## src/rtl/adc_sampler.sv

```systemverilog
// -----------------------------------------------------------------------------
// adc_sampler
//
// Purpose:
//   Drives an ADC0804-style 8-bit parallel ADC through its CS_n / WR_n / RD_n /
//   INTR_n handshake. A free-running divider issues periodic conversion starts.
//   Each successful read is latched into a held sample. The sample is announced
//   with a one-cycle valid pulse and a sticky ready flag. Overrun and timeout
//   conditions are recorded in sticky error flags.
//
// Ports:
//   clock        in   system clock, all logic on the rising edge
//   ctrl_reset   in   synchronous, active-high reset
//   enable       in   1 = periodic sampling runs
//   adc_db       in   [7:0] ADC parallel data bus
//   adc_intr_n   in   ADC end-of-conversion (active low, asynchronous)
//   adc_cs_n     out  ADC chip select (active low)
//   adc_wr_n     out  ADC start-conversion strobe (active low)
//   adc_rd_n     out  ADC output-enable strobe (active low)
//   sample       out  [7:0] last successfully read conversion
//   sample_valid out  one-cycle pulse when sample updates
//   adc_ready    out  sticky; set on a new sample, cleared by ack
//   ack          in   one-cycle clear of adc_ready
//   overrun      out  sticky; new sample arrived while adc_ready was still 1
//   timeout_err  out  sticky; a conversion timed out waiting for INTR_n
//   clear_err    in   clears overrun and timeout_err
// -----------------------------------------------------------------------------
module adc_sampler #(
    parameter int SAMPLE_DIV = 500,
    parameter int WR_PULSE   = 4,
    parameter int RD_PULSE   = 4,
    parameter int TIMEOUT    = 5000
) (
    input  logic       clock,
    input  logic       ctrl_reset,
    input  logic       enable,
    input  logic [7:0] adc_db,
    input  logic       adc_intr_n,
    output logic       adc_cs_n,
    output logic       adc_wr_n,
    output logic       adc_rd_n,
    output logic [7:0] sample,
    output logic       sample_valid,
    output logic       adc_ready,
    input  logic       ack,
    output logic       overrun,
    output logic       timeout_err,
    input  logic       clear_err
);

    localparam int DIV_W   = (SAMPLE_DIV > 1) ? $clog2(SAMPLE_DIV) : 1;
    localparam int MAX_A   = (WR_PULSE > RD_PULSE) ? WR_PULSE : RD_PULSE;
    localparam int CNT_MAX = (MAX_A > TIMEOUT) ? MAX_A : TIMEOUT;
    localparam int CNT_W   = $clog2(CNT_MAX + 1);

    typedef enum logic [1:0] {
        ST_IDLE  = 2'd0,
        ST_START = 2'd1,
        ST_WAIT  = 2'd2,
        ST_READ  = 2'd3
    } state_t;

    state_t           r_state;
    state_t           w_state_nxt;
    logic [CNT_W-1:0] r_cnt;
    logic [CNT_W-1:0] w_cnt_nxt;
    logic [DIV_W-1:0] r_div;
    logic             w_tick;
    logic             w_capture;
    logic             w_timeout;
    logic             r_intr_meta;
    logic             r_intr_s;
    logic             r_cs_n;
    logic             r_wr_n;
    logic             r_rd_n;
    logic [7:0]       r_sample;
    logic             r_valid;
    logic             r_ready;
    logic             r_overrun;
    logic             r_timeout;

    // Tick is only meaningful while enabled; a disabled divider never fires.
    assign w_tick = enable && (r_div == DIV_W'(SAMPLE_DIV - 1));

    // Sample-period divider: wraps at SAMPLE_DIV-1, parked at 0 while disabled.
    always_ff @(posedge clock) begin
        if (ctrl_reset) begin
            r_div <= '0;
        end else if (!enable) begin
            r_div <= '0;
        end else if (r_div == DIV_W'(SAMPLE_DIV - 1)) begin
            r_div <= '0;
        end else begin
            r_div <= r_div + DIV_W'(1);
        end
    end

    // Two-flop synchroniser for the asynchronous end-of-conversion input.
    always_ff @(posedge clock) begin
        if (ctrl_reset) begin
            r_intr_meta <= 1'b1;
            r_intr_s    <= 1'b1;
        end else begin
            r_intr_meta <= adc_intr_n;
            r_intr_s    <= r_intr_meta;
        end
    end

    // Next-state logic. r_cnt is shared: pulse width in START/READ, wait time in WAIT.
    always_comb begin
        w_state_nxt = r_state;
        w_cnt_nxt   = r_cnt;
        w_capture   = 1'b0;
        w_timeout   = 1'b0;
        case (r_state)
            ST_IDLE: begin
                w_cnt_nxt = '0;
                if (w_tick) begin
                    w_state_nxt = ST_START;
                end else begin
                    w_state_nxt = ST_IDLE;
                end
            end
            ST_START: begin
                if (r_cnt == CNT_W'(WR_PULSE - 1)) begin
                    w_state_nxt = ST_WAIT;
                    w_cnt_nxt   = '0;
                end else begin
                    w_cnt_nxt = r_cnt + CNT_W'(1);
                end
            end
            ST_WAIT: begin
                // INTR is checked before the timeout, so a same-cycle INTR wins.
                if (!r_intr_s) begin
                    w_state_nxt = ST_READ;
                    w_cnt_nxt   = '0;
                end else if (r_cnt == CNT_W'(TIMEOUT - 1)) begin
                    w_state_nxt = ST_IDLE;
                    w_cnt_nxt   = '0;
                    w_timeout   = 1'b1;
                end else begin
                    w_cnt_nxt = r_cnt + CNT_W'(1);
                end
            end
            ST_READ: begin
                if (r_cnt == CNT_W'(RD_PULSE - 1)) begin
                    w_state_nxt = ST_IDLE;
                    w_cnt_nxt   = '0;
                    w_capture   = 1'b1;
                end else begin
                    w_cnt_nxt = r_cnt + CNT_W'(1);
                end
            end
            default: begin
                w_state_nxt = ST_IDLE;
                w_cnt_nxt   = '0;
            end
        endcase
    end

    // State register plus strobes decoded from the next state, so each strobe is
    // a flop and lines up exactly with the state it belongs to.
    always_ff @(posedge clock) begin
        if (ctrl_reset) begin
            r_state <= ST_IDLE;
            r_cnt   <= '0;
            r_cs_n  <= 1'b1;
            r_wr_n  <= 1'b1;
            r_rd_n  <= 1'b1;
        end else begin
            r_state <= w_state_nxt;
            r_cnt   <= w_cnt_nxt;
            r_cs_n  <= !((w_state_nxt == ST_START) || (w_state_nxt == ST_READ));
            r_wr_n  <= (w_state_nxt != ST_START);
            r_rd_n  <= (w_state_nxt != ST_READ);
        end
    end

    // Sample capture and the sticky ready/overrun/timeout flags.
    // An ack coinciding with a capture consumes the old sample, so no overrun.
    always_ff @(posedge clock) begin
        if (ctrl_reset) begin
            r_sample  <= 8'h00;
            r_valid   <= 1'b0;
            r_ready   <= 1'b0;
            r_overrun <= 1'b0;
            r_timeout <= 1'b0;
        end else begin
            r_valid <= w_capture;
            if (w_capture) begin
                r_sample <= adc_db;
            end else begin
                r_sample <= r_sample;
            end
            if (w_capture) begin
                r_ready <= 1'b1;
            end else if (ack) begin
                r_ready <= 1'b0;
            end else begin
                r_ready <= r_ready;
            end
            if (w_capture && r_ready && !ack) begin
                r_overrun <= 1'b1;
            end else if (clear_err) begin
                r_overrun <= 1'b0;
            end else begin
                r_overrun <= r_overrun;
            end
            if (w_timeout) begin
                r_timeout <= 1'b1;
            end else if (clear_err) begin
                r_timeout <= 1'b0;
            end else begin
                r_timeout <= r_timeout;
            end
        end
    end

    assign adc_cs_n     = r_cs_n;
    assign adc_wr_n     = r_wr_n;
    assign adc_rd_n     = r_rd_n;
    assign sample       = r_sample;
    assign sample_valid = r_valid;
    assign adc_ready    = r_ready;
    assign overrun      = r_overrun;
    assign timeout_err  = r_timeout;

endmodule

```

## config.mk

```make
export PLATFORM = sky130hd
export DESIGN_NAME = adc_sampler
export DESIGN_NICKNAME = d
export VERILOG_FILES = /design/src/rtl/adc_sampler.sv
export SDC_FILE = /design/constraint.sdc
export NUM_CORES = 1
export LEC_CHECK = 0
export CAP_MARGIN = 25
export CORE_MARGIN = 5
export CORE_UTILIZATION = 35
export CTS_CLUSTER_DIAMETER = 50
export CTS_CLUSTER_SIZE = 30
export DETAILED_ROUTE_END_ITERATION = 10
export PLACE_DENSITY = 0.64
export SETUP_SLACK_MARGIN = 0.02
export SYNTH_ARGS = -nofsm -noshare
export SYNTH_HDL_FRONTEND = slang
export SYNTH_SLANG_ARGS = --single-unit
```

## constraint.sdc

```tcl
create_clock -name clock -period 2.3 [get_ports clock]
set_clock_uncertainty 0.1 [all_clocks]
set_input_delay 0.46 -clock clock [delete_from_list [all_inputs] [get_ports clock]]
set_output_delay 0.46 -clock clock [all_outputs]
set_load 0.02 [all_outputs]
```

==> results of run 1 <==
per-layer routing:
| metal | GRT usage, % | vias up | wire, um |
|---|---|---|---|
| li1 | - | 685 | - |
| met1 | 14.50 | 579 | 1664 |
| met2 | 15.40 | 27 | 1315 |
| met3 | 2.691 | 4 | 172 |
| met4 | 5.068 | 0 | 33 |
| met5 | 0 | - | 0 |
worst max-delay path, cell delays in order, from the launching register on:
cell and delay [ns]:
dfxtp_1 0.40, ha_1 0.18, or4b_4 0.48, o211a_1 0.22, a311oi_1 0.40, nand3_1 0.15
how the worst max path moves through the flow:
stage,startpoint,end,slack (ns),cells past startpoint
2_1_floorplan,r_cnt[0],sample[0],0.32,6
3_3_place_gp,r_cnt[0],sample[5],0.25,6
3_5_place_dp,r_cnt[0],sample[5],0.23,6
4_1_cts,r_cnt[0],sample[5],0.21,6
5_1_grt,r_cnt[0],sample[2],0.08,6
6_report,r_cnt[0],adc_wr_n,0.24,5
synthesized netlist by cell type:
master | number | area share [%]
nand2b_1 | 20 | 7.2
or3_1 | 1 | 0.36
a311oi_1 | 1 | 0.50
clkbuf_1 | 3 | 0.65
o21ai_0 | 1 | 0.29
nor3_1 | 4 | 1.1
a221oi_1 | 1 | 0.50
a21oi_1 | 5 | 1.4
buf_4 | 1 | 0.43
nor4_1 | 1 | 0.36
or3b_2 | 1 | 0.50
or2_2 | 5 | 1.8
and3_2 | 1 | 0.43
o31ai_1 | 1 | 0.43
nor4bb_1 | 1 | 0.57
a21o_1 | 1 | 0.43
nand2_1 | 6 | 1.3
inv_1 | 5 | 1.1
xor2_1 | 8 | 4.0
or3b_1 | 1 | 0.50
or4b_4 | 1 | 0.79
nor4_4 | 1 | 1.2
nand3b_1 | 1 | 0.43
o211a_1 | 1 | 0.57
nor2_1 | 25 | 5.4
nand4_1 | 7 | 2.5
mux2i_1 | 8 | 4.6
nand3_1 | 9 | 2.6
or4_4 | 1 | 0.65
dfxtp_1 | 41 | 47
xnor2_1 | 9 | 4.5
clkbuf_2 | 1 | 0.29
buf_6 | 1 | 0.65
and4_1 | 2 | 1.0
o21a_1 | 1 | 0.43
and3_1 | 2 | 0.72
a21bo_2 | 1 | 0.57
o32a_2 | 1 | 0.65
ha_1 | 2 | 1.4
cell usage in the layout (no fill, tap or decap):
master           instances
dfxtp_1                 41
clkdlybuf4s50_1         28
nor2_1                  25
nand2b_1                20
nand3_1                  9
xnor2_1                  9
mux2i_1                  8
xor2_1                   8
nand4_1                  7
nand2_1                  6
clkbuf_8                 6
or2_2                    5
inv_1                    5
a21oi_1                  5
nor3_1                   4
buf_4                    3
and4_1                   2
and3_1                   2
ha_1                     2
a21o_1                   1
or4_4                    1
or4b_4                   1
nor4_4                   1
o211a_1                  1
o21a_1                   1
a311oi_1                 1
nor4_1                   1
o32a_2                   1
nor4bb_1                 1
a221oi_1                 1
a21bo_2                  1
or3b_2                   1
o31ai_1                  1
or3b_1                   1
o21ai_0                  1
or3_1                    1
nand3b_1                 1
and3_2                   1
clkbuf_1                 1
registers in the layout, indices dropped and copies added (netlist names):
name	cells
sample	8
sample_valid	1
r_intr_s	1
overrun	1
adc_cs_n	1
r_div	9
r_intr_meta	1
adc_rd_n	1
r_state	2
adc_wr_n	1
r_cnt	13
adc_ready	1
timeout_err	1
cell families (layout without fill, tap and decap cells):
logic type	after synthesis	after routing	synth area share (%)
AND/OR/NAND/NOR	90	90	29.43
flip-flops	41	41	47.09
XOR/XNOR	17	17	8.543
AO/OA/AOI/OAI	14	14	5.815
buffers and inverters	11	43	3.087
multiplexers	8	8	4.595
adder cells (fa/ha/maj)	2	2	1.436
per-stage QoR:
| stage | hold WS (ns) | std cells | util (%) | worst slack, ns | area, um2 |
|---|---|---|---|---|---|
| 2_1_floorplan | 0.2895 | 183 | - | 0.3157 | 1743 |
| 3_3_place_gp | 0.2930 | 275 | 43.76 | 0.2506 | 2095 |
| 3_5_place_dp | 0.3105 | 275 | 43.76 | 0.2304 | 2095 |
| 4_1_cts | 0.3273 | 282 | 45.57 | 0.2100 | 2181 |
| 6_report | 0.3250 | 282 | 45.57 | 0.2372 | 2181 |
| 5_1_grt | 0.3496 | 282 | 45.57 | 0.08403 | 2181 |
power groups by stage:
stage / logic [mW] / clock network, mW / registers (mW)
finish: 0.0445 / 0.473 / 0.714
detailed placement: 0.0447 / 0 / 0.731
floorplan: 0.0185 / 0 / 0.731
global route: 0.0483 / 0.521 / 0.715
global placement: 0.0448 / 0 / 0.731
CTS: 0.0451 / 0.488 / 0.714
layout make-up:
cell class | count | area, um2
sequential | 41 | 820.8
multi-input combinational | 131 | 868.3
timing repair buffer | 31 | 302.8
clock buffer | 7 | 86.33
inverter | 5 | 18.77
tap | 67 | 83.83
fill | 469 | 2605
==> results.sh, run 1 <==
export IMPL_core_area_um2=4786
export IMPL_grt_overflow=0
export IMPL_antenna_found_initial=0
export IMPL_cts_max_path_buffers=2
export IMPL_drt_iter0_drc=79
export IMPL_worstPathRequired_ns=2.35
export IMPL_clockRootBuffer="clkbuf_8"
export IMPL_diodes=0
export IMPL_syn_avg_cell_area_um2=9.524
export IMPL_antenna_left=0
export IMPL_post_cts_buffers=0
export IMPL_cp_end_kind="flop"
export IMPL_postCtsHoldBufs=0
export IMPL_die_h_um=80.57
export IMPL_tns_ns=0
export IMPL_max_slew_margin_pct=72.04
export IMPL_post_cts_resize_count=0
export IMPL_power_leakage_nw=0.7253
export IMPL_rrSetupSlack_ns=0.24
export IMPL_ys_warn_count=0
export IMPL_r2r_start="r_cnt[0]"
export IMPL_power_switching_mw=0.2517
export IMPL_final_max_slew_viol_count=0
export IMPL_drc=0
export IMPL_min_to="r_intr_s"
export IMPL_r2r_end="adc_wr_n"
export IMPL_grtUsageTotal_pct=10.60
export IMPL_switching_share_pct=20.43
export IMPL_critPathMaxFanout=5
export IMPL_pwr_share_seq_pct=58.0
export IMPL_worstSetupPathType="flop to flop"
export IMPL_finalWirelength_um=3186
export IMPL_fmax_mhz=484.8
export IMPL_min_path_cells=1
export IMPL_clkSinkCount=41
export IMPL_rsz0062_at_grt="no"
export IMPL_clockPowerShare_pct=38.4
export IMPL_min_period_ns=2.063
export IMPL_powerDensity_nw_per_um2=564.9
export IMPL_dp_hpwl_um=2217
export IMPL_fin_nets=231
export IMPL_place_congestion=0.7414
export IMPL_r2r_cells=5
export IMPL_area_delta_synth_final_pct=25.13
export IMPL_grt_pass1_vias=1198
export IMPL_drv_cap=0
export IMPL_insertion_delay_ns=0.29
export IMPL_vias_per_cell=4.592
export IMPL_status="complete, no violations"
export IMPL_grt_max_degree=17
export IMPL_dr_total_vias=1295
export IMPL_clk_pin_slew_ns=0.08
export IMPL_intPower_mw=0.9802
export IMPL_ys_seq_area_share_pct=47.09
export IMPL_crit_path_start_kind="flop"
export IMPL_die_width_um=80.57
export IMPL_htreeDepth=2
export IMPL_post_drt_wl_per_cell_um=11.30
export IMPL_syn_area_um2=1743
export IMPL_drive_gt1_share_pct=9.767
export IMPL_grt_first_pass_wirelength_um=5402
export IMPL_syn_inst=183
export IMPL_io_buffers=28
export IMPL_finalPower_mw=1.232
export IMPL_dieArea_um2=6491
export IMPL_rows=25
export IMPL_vdd_ir_drop_max_v=0.0002366
export IMPL_synth_nets=199
export IMPL_worstHoldStart="r_intr_meta"
export IMPL_min_delay_path_class="flop to flop"
export IMPL_max_slew_worst_pin_slew_ns=0.4166
export IMPL_hold_viol_final=0
export IMPL_drt_first_pass_iters=4
export IMPL_cts_tree="built"
export IMPL_initial_core_util_pct=36.42
export IMPL_critPathArrivalTime_ns=2.12
export IMPL_setup_violations=0
export IMPL_ios=29
export IMPL_synth_seq_cells=41
export IMPL_p_comb_share_pct=3.6
export IMPL_cts_buffers=5
export IMPL_final_period_utilization_pct=89.69
export IMPL_yosysUniqueCellTypes=39
Power figures use the tool's default switching activity.
==> inputs of run 2 (changes only) <==
- CELL_PAD_IN_SITES_DETAIL_PLACEMENT: default -> 1
- CELL_PAD_IN_SITES_GLOBAL_PLACEMENT: default -> 2
- CORE_UTILIZATION: 35 -> 32
- GPL_ROUTABILITY_DRIVEN: default -> 0
- PLACE_DENSITY: 0.64 -> 0.76
==> run 2 against run 1 <==
Net effect: clock power down 6.1%; flip-flop and latch count unchanged; power is 2.2% lower; setup slack worse by 0.047 ns; hold slack better by 0.0037 ns; maximum frequency is 2.2% lower; core utilization is 3.5 points lower; critical endpoint is now sample[5]; largest cell class unchanged.
==> results.sh, run 2 (synthesized netlist as in run 1, its figures left out) <==
export IMPL_cts_buffers=5
export IMPL_rrSetupSlack_ns=0.19
export IMPL_critPathArrivalTime_ns=2.22
export IMPL_p_comb_share_pct=3.9
export IMPL_final_period_utilization_pct=91.72
export IMPL_grtUsageTotal_pct=11.97
export IMPL_tns_ns=0
export IMPL_clockRootBuffer="clkbuf_8"
export IMPL_intPower_mw=0.9534
export IMPL_drt_first_pass_iters=4
export IMPL_switching_share_pct=20.87
export IMPL_antenna_left=0
export IMPL_initial_core_util_pct=33.49
export IMPL_max_slew_margin_pct=69.63
export IMPL_area_delta_synth_final_pct=25.56
export IMPL_crit_chain="ha_1 > or4b_4 > nor4_4 > and3_1 > buf_4 > mux2i_1"
export IMPL_vias_per_cell=4.683
export IMPL_rows=26
export IMPL_r2r_start="r_cnt[0]"
export IMPL_fmax_mhz=474.1
export IMPL_slowest_stage="or4b_4"
export IMPL_fin_nets=232
export IMPL_min_period_ns=2.109
export IMPL_largest_register="r_cnt"
export IMPL_critPathMaxFanout=8
export IMPL_vdd_ir_drop_max_v=0.0002462
export IMPL_hold_viol_final=0
export IMPL_crit_path_start_kind="flop"
export IMPL_die_h_um=83.80
export IMPL_insertion_delay_ns=0.29
export IMPL_drt_iter0_drc=47
export IMPL_dp_cells=279
export IMPL_postCtsHoldBufs=0
export IMPL_dieArea_um2=7022
export IMPL_htreeDepth=2
export IMPL_ios=29
export IMPL_grt_pass1_vias=1464
export IMPL_rsz0062_at_grt="no"
export IMPL_cts_max_path_buffers=2
export IMPL_grt_first_pass_wirelength_um=6865
export IMPL_clkSinkCount=41
export IMPL_diodes=0
export IMPL_max_slew_worst_pin_slew_ns=0.4555
export IMPL_clk_pin_slew_ns=0.08
export IMPL_antenna_found_initial=0
export IMPL_cp_startpoint="r_cnt[0]"
export IMPL_finalPower_mw=1.205
export IMPL_r2r_cells=6
export IMPL_final_common_cell="dfxtp_1"
export IMPL_drc=0
export IMPL_finalWirelength_um=3942
export IMPL_cp_end_kind="flop"
export IMPL_status="complete, no violations"
export IMPL_worstSetupPathType="flop to flop"
export IMPL_dr_total_vias=1344
export IMPL_r2r_end="sample[5]"
export IMPL_final_max_slew_viol_count=0
export IMPL_grt_max_degree=15
export IMPL_post_cts_buffers=0
export IMPL_drv_cap=0
export IMPL_core_area_um2=5205
export IMPL_power_leakage_nw=0.7307
export IMPL_power_switching_mw=0.2515
export IMPL_cts_tree="built"
export IMPL_min_delay_path_class="flop to flop"
export IMPL_dp_hpwl_um=3095
export IMPL_post_cts_resize_count=0
export IMPL_io_buffers=28
export IMPL_post_drt_wl_per_cell_um=13.74
export IMPL_fill_cells=604
export IMPL_largest_register_ff_count=13
export IMPL_cpPeakStageDelay_ns=0.49
export IMPL_mostFrequentLayoutCells="41 x dfxtp_1, 28 x clkdlybuf4s50_1, 25 x nor2_1, 20 x nand2b_1"
export IMPL_final_util_pct=42.04
export IMPL_clockPowerShare_pct=36.8
export IMPL_die_width_um=83.80
export IMPL_grt_overflow=0
export IMPL_worstPathRequired_ns=2.41
export IMPL_endpoint="sample[5]"
export IMPL_pwr_share_seq_pct=59.3
export IMPL_drive_gt1_share_pct=10.60
export IMPL_setup_violations=0
export IMPL_powerDensity_nw_per_um2=550.6
export IMPL_instances_no_fill=287
-- run 2: changes by cell type in the layout (fill, tap and decap cells not counted) --
cell | before | now
clkinv_2 | 0 | 2
buf_4 | 3 | 4
clkbuf_8 | 6 | 5
-- run 2: per-stage QoR --
| step | worst slack, ns | instance area (um2) | hold WS, ns |
|---|---|---|---|
| 2_1_floorplan | 0.3157 | 1743 | 0.2895 |
| 3_3_place_gp | 0.2867 | 2106 | 0.3035 |
| 3_5_place_dp | 0.1531 | 2106 | 0.3095 |
| 4_1_cts | 0.1491 | 2188 | 0.3312 |
| 5_1_grt | 0.04494 | 2188 | 0.3360 |
| 6_report | 0.1905 | 2188 | 0.3286 |
-- run 2: worst min-delay path by stage --
stage                     start  endpoint  slack [ns]  depth (start not counted)
floorplan           r_intr_meta  r_intr_s        0.29                          1
global placement    r_intr_meta  r_intr_s        0.30                          1
detailed placement  r_intr_meta  r_intr_s        0.31                          1
CTS                 r_intr_meta  r_intr_s        0.33                          1
global route        r_intr_meta  r_intr_s        0.34                          1
finish              r_intr_meta  r_intr_s        0.33                          1
-- run 2: cell type report --
class                      instances  area, um2  share of cell area [%]
timing repair buffer              32      310.3                   14.18
clock buffer                       6      72.57                   3.316
multi-input combinational        131      868.3                   39.68
clock inverter                     2      10.01                  0.4574
tap                               70      87.58                   4.002
sequential                        41      820.8                   37.51
inverter                           5      18.77                  0.8576
-- run 2: critical path: cells and delay by family, from the launching register on --
kind	cells	cell delay, ns
multiplexers	1	0.23
flip-flops	1	0.39
adder cells (fa/ha/maj)	1	0.18
buffers and inverters	1	0.19
AND/OR/NAND/NOR	3	0.94
-- run 2: power groups by stage --
stage,Clock (mW),Sequential [mW],Combinational [mW]
final,0.444,0.715,0.0466
after global routing,0.498,0.715,0.0515
after floorplan,0,0.731,0.0185
after global placement,0,0.731,0.0457
after detailed placement,0,0.731,0.0470
after CTS,0.467,0.714,0.0474
-- run 2: metal layers --
metal,part of all wire [%],routed length [um],global-route usage [%]
met4,1.4,54,4.386
met5,0,0,0
met2,49,1937,21.11
met1,45,1777,13.80
met3,4.4,173,3.159
==> inputs of run 3 (changes only) <==
- CTS_BUF_LIST: default -> sky130_fd_sc_hd__clkbuf_16
==> run 3 against run 2 <==
Net effect: flip-flop and latch count unchanged; register-to-register slack about the same; via count down 0.52%; critical endpoint unchanged; global-route usage about the same; die area unchanged; sequential share of layout area down 0.94 points; power up 17%; core utilization up 1.1 points.
==> results.sh, run 3 (synthesized netlist as in run 1, its figures left out) <==
export IMPL_status="complete, no violations"
export IMPL_worstHoldStart="r_intr_meta"
export IMPL_cp_num_buf_inv=1
export IMPL_rsz0062_at_grt="no"
export IMPL_r2r_start="r_cnt[0]"
export IMPL_drc=0
export IMPL_die_width_um=83.80
export IMPL_tns_ns=0
export IMPL_clkSinkCount=41
export IMPL_whs_ns=0.3224
export IMPL_worstPathRequired_ns=2.39
export IMPL_slowest_stage="or4b_4"
export IMPL_io_buffers=28
export IMPL_cpPeakStageDelay_ns=0.49
export IMPL_grt_max_degree=15
export IMPL_grt_overflow=0
export IMPL_critPathMaxFanout=8
export IMPL_power_leakage_nw=0.7605
export IMPL_r2r_end="sample[5]"
export IMPL_drive_gt1_share_pct=10.60
export IMPL_min_period_ns=2.109
export IMPL_critPathArrivalTime_ns=2.20
export IMPL_cts_max_path_buffers=2
export IMPL_setup_violations=0
export IMPL_drt_iter0_drc=39
export IMPL_worstSetupPathType="flop to flop"
export IMPL_drt_first_pass_iters=3
export IMPL_min_to="r_intr_s"
export IMPL_final_max_slew_viol_count=0
export IMPL_max_slew_worst_pin_slew_ns=0.4461
export IMPL_insertion_delay_ns=0.27
export IMPL_crit_chain="ha_1 > or4b_4 > nor4_4 > and3_1 > buf_4 > mux2i_1"
export IMPL_largest_register_ff_count=13
export IMPL_clockRootBuffer="clkbuf_16"
export IMPL_grtUsageTotal_pct=11.93
export IMPL_crit_path_start_kind="flop"
export IMPL_post_cts_buffers=0
export IMPL_fmax_mhz=474.1
export IMPL_dieArea_um2=7022
export IMPL_fill_cells=595
export IMPL_area_delta_synth_final_pct=28.79
export IMPL_rrSetupSlack_ns=0.19
export IMPL_diodes=0
export IMPL_antenna_left=0
export IMPL_r2r_cells=6
export IMPL_cp_end_kind="flop"
export IMPL_cp_startpoint="r_cnt[0]"
export IMPL_postCtsHoldBufs=0
export IMPL_finalWirelength_um=3922
export IMPL_post_cts_resize_count=0
export IMPL_cts_buffers=5
export IMPL_vdd_ir_drop_max_v=0.0003758
export IMPL_htreeDepth=2
export IMPL_hold_viol_final=0
export IMPL_fin_nets=232
export IMPL_post_drt_wl_per_cell_um=13.67
export IMPL_dr_total_vias=1337
export IMPL_grt_first_pass_wirelength_um=6893
export IMPL_cts_tree="built"
export IMPL_vias_per_cell=4.659
export IMPL_drv_cap=0
export IMPL_min_path_cells=1
export IMPL_rows=26
export IMPL_clk_pin_slew_ns=0.06
export IMPL_die_h_um=83.80
export IMPL_powerDensity_nw_per_um2=627.4
export IMPL_mostFrequentLayoutCells="41 x dfxtp_1, 28 x clkdlybuf4s50_1, 25 x nor2_1, 20 x nand2b_1"
export IMPL_final_util_pct=43.13
export IMPL_antenna_found_initial=0
export IMPL_initial_core_util_pct=33.49
export IMPL_min_delay_path_class="flop to flop"
export IMPL_core_area_um2=5205
export IMPL_cp_top_family="simple AND/OR/NAND/NOR gates"
export IMPL_max_slew_margin_pct=70.06
export IMPL_dp_hpwl_um=3095
export IMPL_final_period_utilization_pct=91.71
export IMPL_ios=29
export IMPL_largest_register="r_cnt"
export IMPL_grt_pass1_vias=1475
export IMPL_final_common_cell="dfxtp_1"
## run 3: how the worst max path moves through the flow
stage                      to  slack (ns)  cells after the start
detailed placement  sample[5]        0.15                      6
floorplan           sample[0]        0.32                      6
global placement     adc_wr_n        0.29                      5
finish              sample[5]        0.19                      6
CTS                 sample[5]        0.15                      6
global route        sample[6]        0.05                      6
## run 3: cell type report
type	count	area, um2	share of cell area [%]
clock buffer	5	125.1	5.574
clock inverter	3	13.76	0.6132
inverter	5	18.77	0.8361
multi-input combinational	131	868.3	38.68
sequential	41	820.8	36.57
tap	70	87.58	3.902
timing repair buffer	32	310.3	13.82
## run 3: layer usage
layer | share of wire [%] | up-vias | track usage [%]
met1 | 45 | 619 | 13.81
met3 | 4.2 | 2 | 3.159
met2 | 50 | 28 | 21.19
met5 | 0 | - | 0
li1 | - | 688 | -
met4 | 0.64 | 0 | 3.947
## run 3: through the flow
step           instance area (um2)  std cells  setup slack [ns]  total power [mW]
3_5_place_dp                  2106        279            0.1531            0.7784
6_report                      2245        287            0.1906             1.408
5_1_grt                       2245        287           0.04595             1.470
2_1_floorplan                 1743        183            0.3157            0.7492
3_3_place_gp                  2106        279            0.2867            0.7767
4_1_cts                       2245        287            0.1518             1.433
## run 3: worst reg2reg max path, cell delays in order, from the launching register on
cell	delay (ns)
dfxtp_1	0.39
ha_1	0.18
or4b_4	0.49
nor4_4	0.24
and3_1	0.20
buf_4	0.19
mux2i_1	0.23
## run 3: report_power, final
part / switching, mW / internal [mW] / total (mW)
combinational: 0.0159 / 0.0306 / 0.0466
sequential: 0.00216 / 0.714 / 0.716
clock: 0.253 / 0.393 / 0.646
